File: config.mk
export PLATFORM = sky130hd
export DESIGN_NAME = ro_freq_meter
export DESIGN_NICKNAME = d
export VERILOG_FILES = /design/src/rtl/ro_freq_meter.sv
export SDC_FILE = /design/constraint.sdc
export NUM_CORES = 1
export LEC_CHECK = 0
export ABC_AREA = 0
export CORE_AREA = 2 2 92 94
export CTS_CLUSTER_SIZE = 10
export DETAILED_ROUTE_END_ITERATION = 16
export DIE_AREA = 0 0 94 96
export PLACE_DENSITY = 0.52
export SETUP_SLACK_MARGIN = 0.2
export SKIP_LAST_GASP = 1
export SYNTH_ARGS = -nofsm -noshare
export SYNTH_HDL_FRONTEND = slang
export SYNTH_SLANG_ARGS = --single-unit
File: constraint.sdc
create_clock -name clk -period 4.1 [get_ports clk]
set_input_delay 0.615 -clock clk [delete_from_list [all_inputs] [get_ports clk]]
set_output_delay 0.615 -clock clk [all_outputs]
set_load 0.005 [all_outputs]
File: src/rtl/ro_freq_meter.sv
// Ring-oscillator frequency meter.
// Enables the ring, lets it settle for WARMUP_CYCLES, then counts synchronized
// rising edges of RO_in over a GATE_CYCLES window and latches the total in Count.
// Optional build macro RO_METER_SATURATE_EN: the edge accumulator saturates at
// all-ones and Overflow reports that saturation. Without it the accumulator
// wraps and Overflow is tied low.
module ro_freq_meter #(
  parameter int GATE_CYCLES   = 1024,
  parameter int WARMUP_CYCLES = 16,
  parameter int CNT_W         = 16,
  parameter int SYNC_STAGES   = 2
) (
  input  logic             clk,
  input  logic             rst_n,
  input  logic             Start,
  input  logic             RO_in,
  output logic             RO_enable,
  output logic [CNT_W-1:0] Count,
  output logic             Busy,
  output logic             Done,
  output logic             Overflow
);

  // Phase counter only ever runs 0..max(W,G)-1, so clog2 of the longer phase suffices.
  localparam int PH_MAX = (WARMUP_CYCLES > GATE_CYCLES) ? WARMUP_CYCLES : GATE_CYCLES;
  localparam int PH_W   = (PH_MAX > 1) ? $clog2(PH_MAX) : 1;
  localparam logic [PH_W-1:0] W_LAST = PH_W'(WARMUP_CYCLES - 1);
  localparam logic [PH_W-1:0] G_LAST = PH_W'(GATE_CYCLES - 1);

  typedef enum logic [1:0] {IDLE, WARMUP, MEASURE, DONE} state_t;

  state_t                 state_q, state_d;
  logic [PH_W-1:0]        phase_q;
  logic [CNT_W-1:0]       acc_q, acc_nxt;
  logic [SYNC_STAGES-1:0] sync_q;
  logic                   hist_q;
  logic                   rise;
  logic                   start_run;
  logic                   warm_end, gate_end;

  // RO_in is asynchronous: plain flop chain, then a history flop for edge detect.
  always_ff @(posedge clk or negedge rst_n) begin
    if (!rst_n) begin
      sync_q <= '0;
      hist_q <= 1'b0;
    end else begin
      sync_q <= {sync_q[SYNC_STAGES-2:0], RO_in};
      hist_q <= sync_q[SYNC_STAGES-1];
    end
  end

  assign rise     = sync_q[SYNC_STAGES-1] & ~hist_q;
  assign warm_end = (phase_q == W_LAST);
  assign gate_end = (phase_q == G_LAST);

  // State register.
  always_ff @(posedge clk or negedge rst_n) begin
    if (!rst_n) state_q <= IDLE;
    else        state_q <= state_d;
  end

  // Next-state logic; Start only matters when no measurement is running.
  always_comb begin
    state_d   = state_q;
    start_run = 1'b0;
    case (state_q)
      IDLE, DONE: begin
        if (Start) begin
          state_d   = WARMUP;
          start_run = 1'b1;
        end
      end
      WARMUP:  if (warm_end) state_d = MEASURE;
      MEASURE: if (gate_end) state_d = DONE;
      default: state_d = IDLE;
    endcase
  end

  assign Busy = (state_q == WARMUP) || (state_q == MEASURE);
  assign Done = (state_q == DONE);

`ifdef RO_METER_SATURATE_EN
  logic acc_full, sat_hit, sat_q, ovf_q;

  // Saturating accumulate: an edge arriving at all-ones is remembered, not added.
  always_comb begin
    acc_full = &acc_q;
    sat_hit  = rise & acc_full;
    acc_nxt  = (rise && !acc_full) ? acc_q + 1'b1 : acc_q;
  end

  // Sticky saturation flag for the running window; published to Overflow at gate close.
  always_ff @(posedge clk or negedge rst_n) begin
    if (!rst_n) begin
      sat_q <= 1'b0;
      ovf_q <= 1'b0;
    end else if (start_run) begin
      sat_q <= 1'b0;
      ovf_q <= 1'b0;
    end else if (state_q == MEASURE) begin
      sat_q <= sat_q | sat_hit;
      if (gate_end) ovf_q <= sat_q | sat_hit;
    end
  end

  assign Overflow = ovf_q;
`else
  // Wrapping accumulate modulo 2^CNT_W.
  always_comb begin
    acc_nxt = acc_q + CNT_W'(rise);
  end

  assign Overflow = 1'b0;
`endif

  // Phase counter, accumulator, ring enable and result latch.
  always_ff @(posedge clk or negedge rst_n) begin
    if (!rst_n) begin
      phase_q   <= '0;
      acc_q     <= '0;
      Count     <= '0;
      RO_enable <= 1'b0;
    end else if (start_run) begin
      phase_q   <= '0;
      acc_q     <= '0;
      RO_enable <= 1'b1;
    end else begin
      case (state_q)
        WARMUP: phase_q <= warm_end ? '0 : phase_q + 1'b1;
        MEASURE: begin
          acc_q <= acc_nxt;
          if (gate_end) begin
            // acc_nxt already folds in an edge seen in this last gate cycle.
            phase_q   <= '0;
            Count     <= acc_nxt;
            RO_enable <= 1'b0;
          end else begin
            phase_q <= phase_q + 1'b1;
          end
        end
        default: ;
      endcase
    end
  end

endmodule

After elaboration in Yosys (flattened, before gate mapping)
Index checks and enable logic that the tools add are counted.
Widths: inputs -> output; s select.
{"block": "word_totals", "register_bits": 48, "latch_bits": 0, "ram_bits": 0, "rom_bits": 0, "input_bits": 4, "output_inout_bits": 20, "word_cells": 44, "memories": 0}
{"block": "classes", "add_sub_neg": 2, "n_mul": 0, "div_mod_pow": 0, "order_cmp": 0, "eq_ne": 8, "shift": 0, "muxes": 15, "bitwise_logic": 3, "n_reduce_logical": 9}
{"cell": "$mux 16", "count": 2}
{"cell": "$mux 10", "count": 3}
{"cell": "$pmux 10 s2", "count": 1}
{"cell": "$add 16x1->16", "count": 1}
{"cell": "$add 10x1->10 const B", "count": 1}
{"cell": "$eq 10x10->1 const B", "count": 1}
{"cell": "$eq 10x4->1 const B", "count": 1}
{"cell": "$mux 2", "count": 3}
{"cell": "$ne 2x2->1 const B", "count": 3}
{"cell": "$pmux 2 s3", "count": 1}
{"cell": "$reduce_and 3->1", "count": 2}
{"cell": "$mux 1", "count": 5}
{"cell": "$eq 2x2->1 const B", "count": 2}
{"cell": "$reduce_bool 2->1", "count": 2}
{"cell": "$reduce_bool 3->1", "count": 1}
{"cell": "$eq 2x1->1 const B", "count": 1}
{"cell": "$logic_not 2->1", "count": 1}
{"cell": "$not 1->1", "count": 2}
{"cell": "$reduce_and 2->1", "count": 1}
{"cell": "$reduce_or 2->1", "count": 1}
{"cell": "$and 1x1->1", "count": 1}
{"cell": "$logic_or 1x1->1", "count": 1}

Logic depth before layout (Yosys ltp)
Gate-level depths: netlist of run 1.
{"block": "logic_depth", "word_depth": 5, "ltp_mapped": 8, "mapped_depth_nobuf": 8}

Worst setup path before layout of run 1
Ideal clock, no wire load.
{"block": "synth_path", "path_kind": "reg-to-reg", "from": "register hist_q", "to": "register acc_q[14]", "setup_ps": 132, "arrival_time_ps": 1649, "required_ps": 3968, "setup_slack_ps": 2319, "stages_incl_launch_ff": 9, "n_path_buf": 0, "synth_period_minus_slack_ps": 1781, "cell_sequence": "dfrtp_1 > nor2b_1 > ha_1 > ha_1 > nand2_1 > nor4_2 > nand4_1 > xor2_1 > nor2_1"}
{"block": "synth_via", "elab_chain_len": 5}
{"item": "start: declaration", "line_no": "36", "text": "logic hist_q;"}
{"item": "start signal: assignment", "line_no": "48", "text": "hist_q <= sync_q[SYNC_STAGES-1];"}
{"item": "$not 1->1", "line_no": "52", "text": "assign rise = sync_q[SYNC_STAGES-1] & ~hist_q;"}
{"item": "$and 1x1->1", "line_no": "52"}
{"item": "$add 16x1->16", "line_no": "110", "text": "acc_nxt = acc_q + CNT_W'(rise);"}
{"item": "$mux 16", "line_no": "128", "text": "case (state_q)"}
{"item": "$mux 16", "line_no": "123", "text": "end else if (start_run) begin"}
{"item": "end signal: assignment", "line_no": "131", "text": "acc_q <= acc_nxt;"}
{"item": "end: declaration", "line_no": "34", "text": "logic [CNT_W-1:0] acc_q, acc_nxt;"}
No other way between the ends. The select of a mux whose other input is x is not followed.
A chain may end at the register's enable or synchronous reset.

Worst setup path in the final report of run 1
{"block": "layout_path", "from": "register state_q[0]", "to": "output port Busy"}
{"block": "layout_via", "elab_chain_len": 2, "word_cells_on_any_way": 3, "cone_classes": "eq/ne: 2; reduce/logical: 1"}
{"item": "start: declaration", "line_no": "32", "text": "state_t state_q, state_d;"}
{"item": "start signal: assignment", "line_no": "59", "text": "else state_q <= state_d;"}
{"item": "$eq 2x1->1 or $eq 2x2->1 (tied branches)", "line_no": "79", "text": "assign Busy = (state_q == WARMUP) || (state_q == MEASURE);"}
{"item": "$logic_or 1x1->1 *", "line_no": "79"}
{"item": "end: declaration", "line_no": "19", "text": "output logic Busy,"}
Every way passes the cells marked *; elsewhere a longest branch is shown, timed or not.

==> results of run 1 <==
-- through the flow --
step                      instances  instance area [um2]  power [mW]    util
after floorplan                 249                 2441      0.5007       -
after global placement          365                 2733      0.5160  0.3394
after detailed placement        365                 2733      0.5162  0.3394
after CTS                       373                 2840      0.8638  0.3528
after global routing            373                 2840      0.8836  0.3528
final                           373                 2840      0.8496  0.3528
-- area by class of cell --
class,count,area share
Tap cell,105,0.04626
Inverter,5,0.006608
Clock buffer,6,0.02555
Timing Repair Buffer,23,0.07841
Sequential cell,48,0.4229
Multi-Input combinational cell,184,0.4079
Clock inverter,2,0.01233
-- sequential cells by signal, summed over array words and instances (netlist names) --
signal,count
Count,16
RO_enable,1
acc_q,16
hist_q,1
phase_q,10
state_q,2
sync_q,2
-- layer usage --
| metal | global-route usage | vias up | part of all wire |
|---|---|---|---|
| met5 | 0 | - | 0 |
| met4 | 0.03986 | 0 | 0.014 |
| met3 | 0.02349 | 5 | 0.025 |
| met2 | 0.1798 | 21 | 0.46 |
| met1 | 0.1428 | 807 | 0.50 |
| li1 | - | 871 | - |
-- layout by cell type, fill, tap and decap left out, types with 2 or more instances in the layout --
master,n
nor2_1,28
o21ai_0,15
nor4_1,3
nand4_1,7
nor3_2,2
and3_1,2
and2_1,3
mux2i_1,3
clkbuf_8,5
inv_1,5
xnor2_1,8
nand2_1,38
nor3b_1,2
ha_1,7
xor2_1,24
mux2_4,2
nand3_1,15
clkdlybuf4s50_1,21
o21ai_1,5
a21oi_1,4
dfrtp_1,48
-- logic make-up (layout without fill, tap and decap cells) --
| group | Yosys count | count (layout) | synth area share |
|---|---|---|---|
| fa+ha+maj | 7 | 7 | 0.03588 |
| compound gates | 30 | 30 | 0.07227 |
| flops | 48 | 48 | 0.4921 |
| mux | 5 | 5 | 0.02460 |
| other cells | 1 | 1 | 0.001536 |
| xor+xnor | 32 | 32 | 0.1148 |
| buf+inv | 17 | 36 | 0.03332 |
| simple gates | 109 | 109 | 0.2255 |
-- worst max-delay path, delay by kind of cell (launching register included) --
kind	cells	cell delay, ns
flops	1	0.41
buf+inv	3	0.68
fa+ha+maj	1	0.34
-- power by group --
part           switching, mW  leakage [nW]  internal, mW
Combinational         0.0204         0.523       0.00995
Sequential          0.000409         0.544         0.474
Clock                  0.163        0.0552         0.181
-- path summary, 6_finish.rpt --
path	endpoint	slack, ns	cells after the start
setup / recovery	Busy	1.76	4
hold / removal	sync_q[1]$_DFF_PN0_	0.36	0
setup reg to reg	Count[1]$_DFFE_PN0P_	1.96	5
hold reg to reg	sync_q[1]$_DFF_PN0_	0.36	0
max in group asynchronous	acc_q[1]$_DFFE_PN0P_	2.91	1
min in group asynchronous	Count[10]$_DFFE_PN0P_	0.49	1
==> flow_metrics.env, run 1 <==
export IMPL_grtUsageTotal=0.1095
export IMPL_fin_crit_ns=2.336
export IMPL_pre_cts_slack_ns=1.698
export IMPL_die_area_um2=9024
export IMPL_drv_slew=0
export IMPL_yosysWarningCount=0
export IMPL_slowest_delay_ns=0.50
export IMPL_rsz0062_at_grt="false"
export IMPL_worstMarginPinSlew_ns=1.087
export IMPL_drive_gt1_frac=0.07463
export IMPL_hpwl_mm=3.026
export IMPL_nNetsFinal=278
export IMPL_hold_violations=0
export IMPL_row_count=33
export IMPL_cts_hold_buf=0
export IMPL_synth_nets=260
export IMPL_via_count=1704
export IMPL_grt_pass1_wl_mm=7.755
export IMPL_root_buffer="clkbuf_8"
export IMPL_worstReg2RegStart="phase_q[0]$_DFFE_PN0P_"
export IMPL_cts_resized=0
export IMPL_die_w_um=94
export IMPL_synthesis_instances=249
export IMPL_worst_slew_margin_rel=0.2752
export IMPL_grt_max_degree=49
export IMPL_place_congestion=0.7639
export IMPL_crit_start="state_q[0]$_DFFE_PN0P_"
export IMPL_ant_nets=0
export IMPL_initial_core_util=0.3032
export IMPL_multi_input_area_um2=1159
export IMPL_synth_top_area_share=0.4921
export IMPL_antenna_found_initial=0
export IMPL_dr_pass1_iters=4
export IMPL_vias_per_cell=4.568
export IMPL_clock_path_buffers=2
export IMPL_die_h_um=96
export IMPL_post_cts_setup_buffers=0
export IMPL_path_class="flop to output pin"
export IMPL_slowest_stage="clkdlybuf4s50_1"
export IMPL_grt_pass1_vias=1600
export IMPL_startpoint_type="flop"
export IMPL_maxCapViolCount=0
export IMPL_cts_tree="yes"
export IMPL_synth_commonest_cells="48 x dfrtp_1, 38 x nand2_1, 28 x nor2_1, 24 x xor2_1"
export IMPL_powerDensity_nw_per_um2=299.1
export IMPL_clk_pin_slew_ns=0.08
export IMPL_min_path_type="flop to flop"
export IMPL_cp_cell_sequence="inv_1, ha_1, inv_1, clkdlybuf4s50_1"
export IMPL_setup_ws_ns=1.764
export IMPL_fp_coreArea_um2=8051
export IMPL_syn_area_per_cell_um2=9.804
export IMPL_hold_slack_ns=0.3570
export IMPL_synthDistinctLibCells=40
export IMPL_p_leak_nw=1.123
export IMPL_drt_iter0_drc=90
export IMPL_cts_inserted_buffers=5
export IMPL_synth_cell_area_um2=2441
export IMPL_fin_skew_ns=0.01087
export IMPL_timing_final_crit_share=0.5698
export IMPL_routedWlPerCell_um=12.08
export IMPL_post_synth_top_count_cell="dfrtp_1"
export IMPL_synth_enable_flop_cells=0
export IMPL_yosys_top_cells_area="dfrtp_1 49%, xor2_1 8.6%, nand2_1 5.8%"
export IMPL_outcome="finished clean"
export IMPL_routed_wl_mm=4.505
export IMPL_async_flop_share=1.000
export IMPL_min_from="sync_q[0]$_DFF_PN0_"
export IMPL_endpoint_kind="output pin"
export IMPL_crit_fanout=4
export IMPL_drc=0
export IMPL_setup_tns_ns=0
export IMPL_ys_ff_latch=48
export IMPL_synth_largest_area_cell="dfrtp_1"
export IMPL_required_ns=3.48
export IMPL_syn2layout_area_growth_pct=16.35
export IMPL_overflow=0
export IMPL_nFillCells=829
export IMPL_synth_seq_area_share=0.4921
export IMPL_fmax_mhz=428.1
export IMPL_n_antenna_cell=0
export IMPL_ios=24
export IMPL_cp_common_cell="inv_1"
export IMPL_final_seq_area_um2=1201
export IMPL_portBuffers=22
export IMPL_clock_sinks=48
export IMPL_clock_latency_ns=0.31
export IMPL_htreeDepth=2
export IMPL_peakVddDrop_uv=104.2
export IMPL_setup_viol=0
export IMPL_synthFlopType="dfrtp_1"
export IMPL_crit_arrival_ns=1.72
No activity file was read; power rests on OpenSTA's default activity.
==> inputs of run 2 (changes only) <==
==> constraint.sdc (replaced) <==
create_clock -name clk -period 2.3 [get_ports clk]
set_input_delay 0.345 -clock clk [delete_from_list [all_inputs] [get_ports clk]]
set_output_delay 0.345 -clock clk [all_outputs]
set_load 0.005 [all_outputs]
==> run 2 against run 1 <==
Critical path depth unchanged. Routed wire length grew 5.1%. Register-to-register slack got worse by 1.6 ns. The flow now finishes with violations (hold timing). Count of clock-buffer cells in the layout is the same. Cell area increased by 3.0%.
==> flow_metrics.env, run 2 (same netlist as run 1, synthesis figures left out) <==
export IMPL_outcome="finished with violations"
export IMPL_violations="hold timing"
export IMPL_ant_nets=0
export IMPL_endpoint_kind="output pin"
export IMPL_cts_tree="yes"
export IMPL_fmax_mhz=499.7
export IMPL_clock_latency_ns=0.31
export IMPL_via_count=1731
export IMPL_setup_tns_ns=0
export IMPL_dpl_cell_area_um2=2805
export IMPL_ff2ff_setup_slack_ns=0.34
export IMPL_p_leak_nw=1.165
export IMPL_reg2reg_depth=8
export IMPL_final_common_cell="dfrtp_1"
export IMPL_portBuffers=22
export IMPL_clock_path_buffers=2
export IMPL_clockPowerShare=0.372
export IMPL_peakVddDrop_uv=213.5
export IMPL_root_buffer="clkbuf_8"
export IMPL_clock_sinks=48
export IMPL_dr_pass1_iters=4
export IMPL_reg2reg_to="Count[10]$_DFFE_PN0P_"
export IMPL_drc=0
export IMPL_n_antenna_cell=0
export IMPL_vias_per_cell=4.531
export IMPL_fin_crit_ns=2.001
export IMPL_routed_wl_mm=4.737
export IMPL_hpwl_mm=3.449
export IMPL_nNetsFinal=287
export IMPL_place_congestion=0.7483
export IMPL_drv_slew=0
export IMPL_initial_core_util=0.3032
export IMPL_drive_gt1_frac=0.1119
export IMPL_die_area_um2=9024
export IMPL_overflow=0
export IMPL_layout_common_cells="48 x dfrtp_1, 38 x nand2_1, 28 x nor2_1, 24 x xor2_1, 21 x clkdlybuf4s50_1"
export IMPL_required_ns=1.96
export IMPL_hold_slack_ns=-0.009972
export IMPL_grt_pass1_vias=1676
export IMPL_pwr_share_comb=0.041
export IMPL_powerDensity_nw_per_um2=492.6
export IMPL_grt_max_degree=29
export IMPL_hold_violations=20
export IMPL_worstReg2RegStart="sync_q[1]$_DFF_PN0_"
export IMPL_cts_hold_buf=0
export IMPL_crit_fanout=4
export IMPL_routedWlPerCell_um=12.40
export IMPL_fin_area_um2=2927
export IMPL_reg_largest_list="Count: 16 flops, acc_q: 16 flops, phase_q: 10 flops"
export IMPL_startpoint_type="flop"
export IMPL_htreeDepth=2
export IMPL_syn2layout_area_growth_pct=19.89
export IMPL_p_sw_frac=0.2313
export IMPL_crit_arrival_ns=1.66
export IMPL_grt_pass1_wl_mm=8.148
export IMPL_ios=24
export IMPL_cts_inserted_buffers=5
export IMPL_row_count=33
export IMPL_rsz0062_at_grt="true"
export IMPL_grtUsageTotal=0.1168
export IMPL_path_class="flop to output pin"
export IMPL_timing_final_crit_share=0.8701
export IMPL_p_seq_frac=0.587
export IMPL_antenna_found_initial=0
export IMPL_min_path_type="primary input to async pin"
export IMPL_fin_skew_ns=0.005176
export IMPL_p_switching_uw=333.4
export IMPL_fp_coreArea_um2=8051
export IMPL_p_int_mw=1.108
export IMPL_setup_viol=0
export IMPL_die_h_um=96
export IMPL_clk_pin_slew_ns=0.09
export IMPL_p_total_mw=1.442
export IMPL_die_w_um=94
export IMPL_maxCapViolCount=0
export IMPL_drt_iter0_drc=70
## run 2: routing by layer
layer,up-vias,part of all wire,wire length (um),global-route usage
li1,890,-,-,-
met1,817,0.47,2243,0.1526
met2,19,0.48,2280,0.1887
met3,5,0.031,147,0.03054
met4,0,0.014,65,0.03986
met5,-,0,0,0
## run 2: worst max-delay path by stage
stage,depth (start not counted),start,to,slack [ns]
after floorplan,8,hist_q$_DFF_PN0_,acc_q[14]$_DFFE_PN0P_,0.52
after global placement,8,sync_q[1]$_DFF_PN0_,Count[14]$_DFFE_PN0P_,0.29
after detailed placement,8,sync_q[1]$_DFF_PN0_,Count[14]$_DFFE_PN0P_,0.30
after CTS,4,state_q[0]$_DFFE_PN0P_,Busy,0.21
after global routing,8,sync_q[1]$_DFF_PN0_,Count[10]$_DFFE_PN0P_,0.19
final,4,state_q[0]$_DFFE_PN0P_,Busy,0.30
## run 2: final cells by class
class                      instances  area (um2)
inverter                           5       18.77
sequential                        48        1201
clock inverter                     2       10.01
fill                             842        5125
timing repair buffer              32       302.8
clock buffer                       6       82.58
tap                              105       131.4
multi-input combinational        184        1180
## run 2: what timing repair did
action                     in CTS  in global routing
gates resized for setup         0                  2
setup endpoints to repair       0                  5
setup buffers                   0                  1
## run 2: per-stage QoR
stage / util / worst slack (ns) / std cells
floorplan: - / 0.5189 / 249
global placement: 0.3484 / 0.2931 / 373
detailed placement: 0.3484 / 0.3020 / 373
CTS: 0.3599 / 0.2055 / 381
global route: 0.3635 / 0.1947 / 382
finish: 0.3635 / 0.2988 / 382
## run 2: power by group through the flow
stage	logic, mW	registers [mW]	clock network (mW)
3_3_place_gp	0.0607	0.863	0
3_5_place_dp	0.0612	0.863	0
4_1_cts	0.0613	0.847	0.563
2_1_floorplan	0.0293	0.863	0
6_report	0.0596	0.846	0.536
5_1_grt	0.0684	0.847	0.603
## run 2: critical path: stages (launching register included)
cell             delay [ns]
dfrtp_1                0.42
inv_1                  0.13
ha_4                   0.22
inv_1                  0.08
clkdlybuf4s50_1        0.50
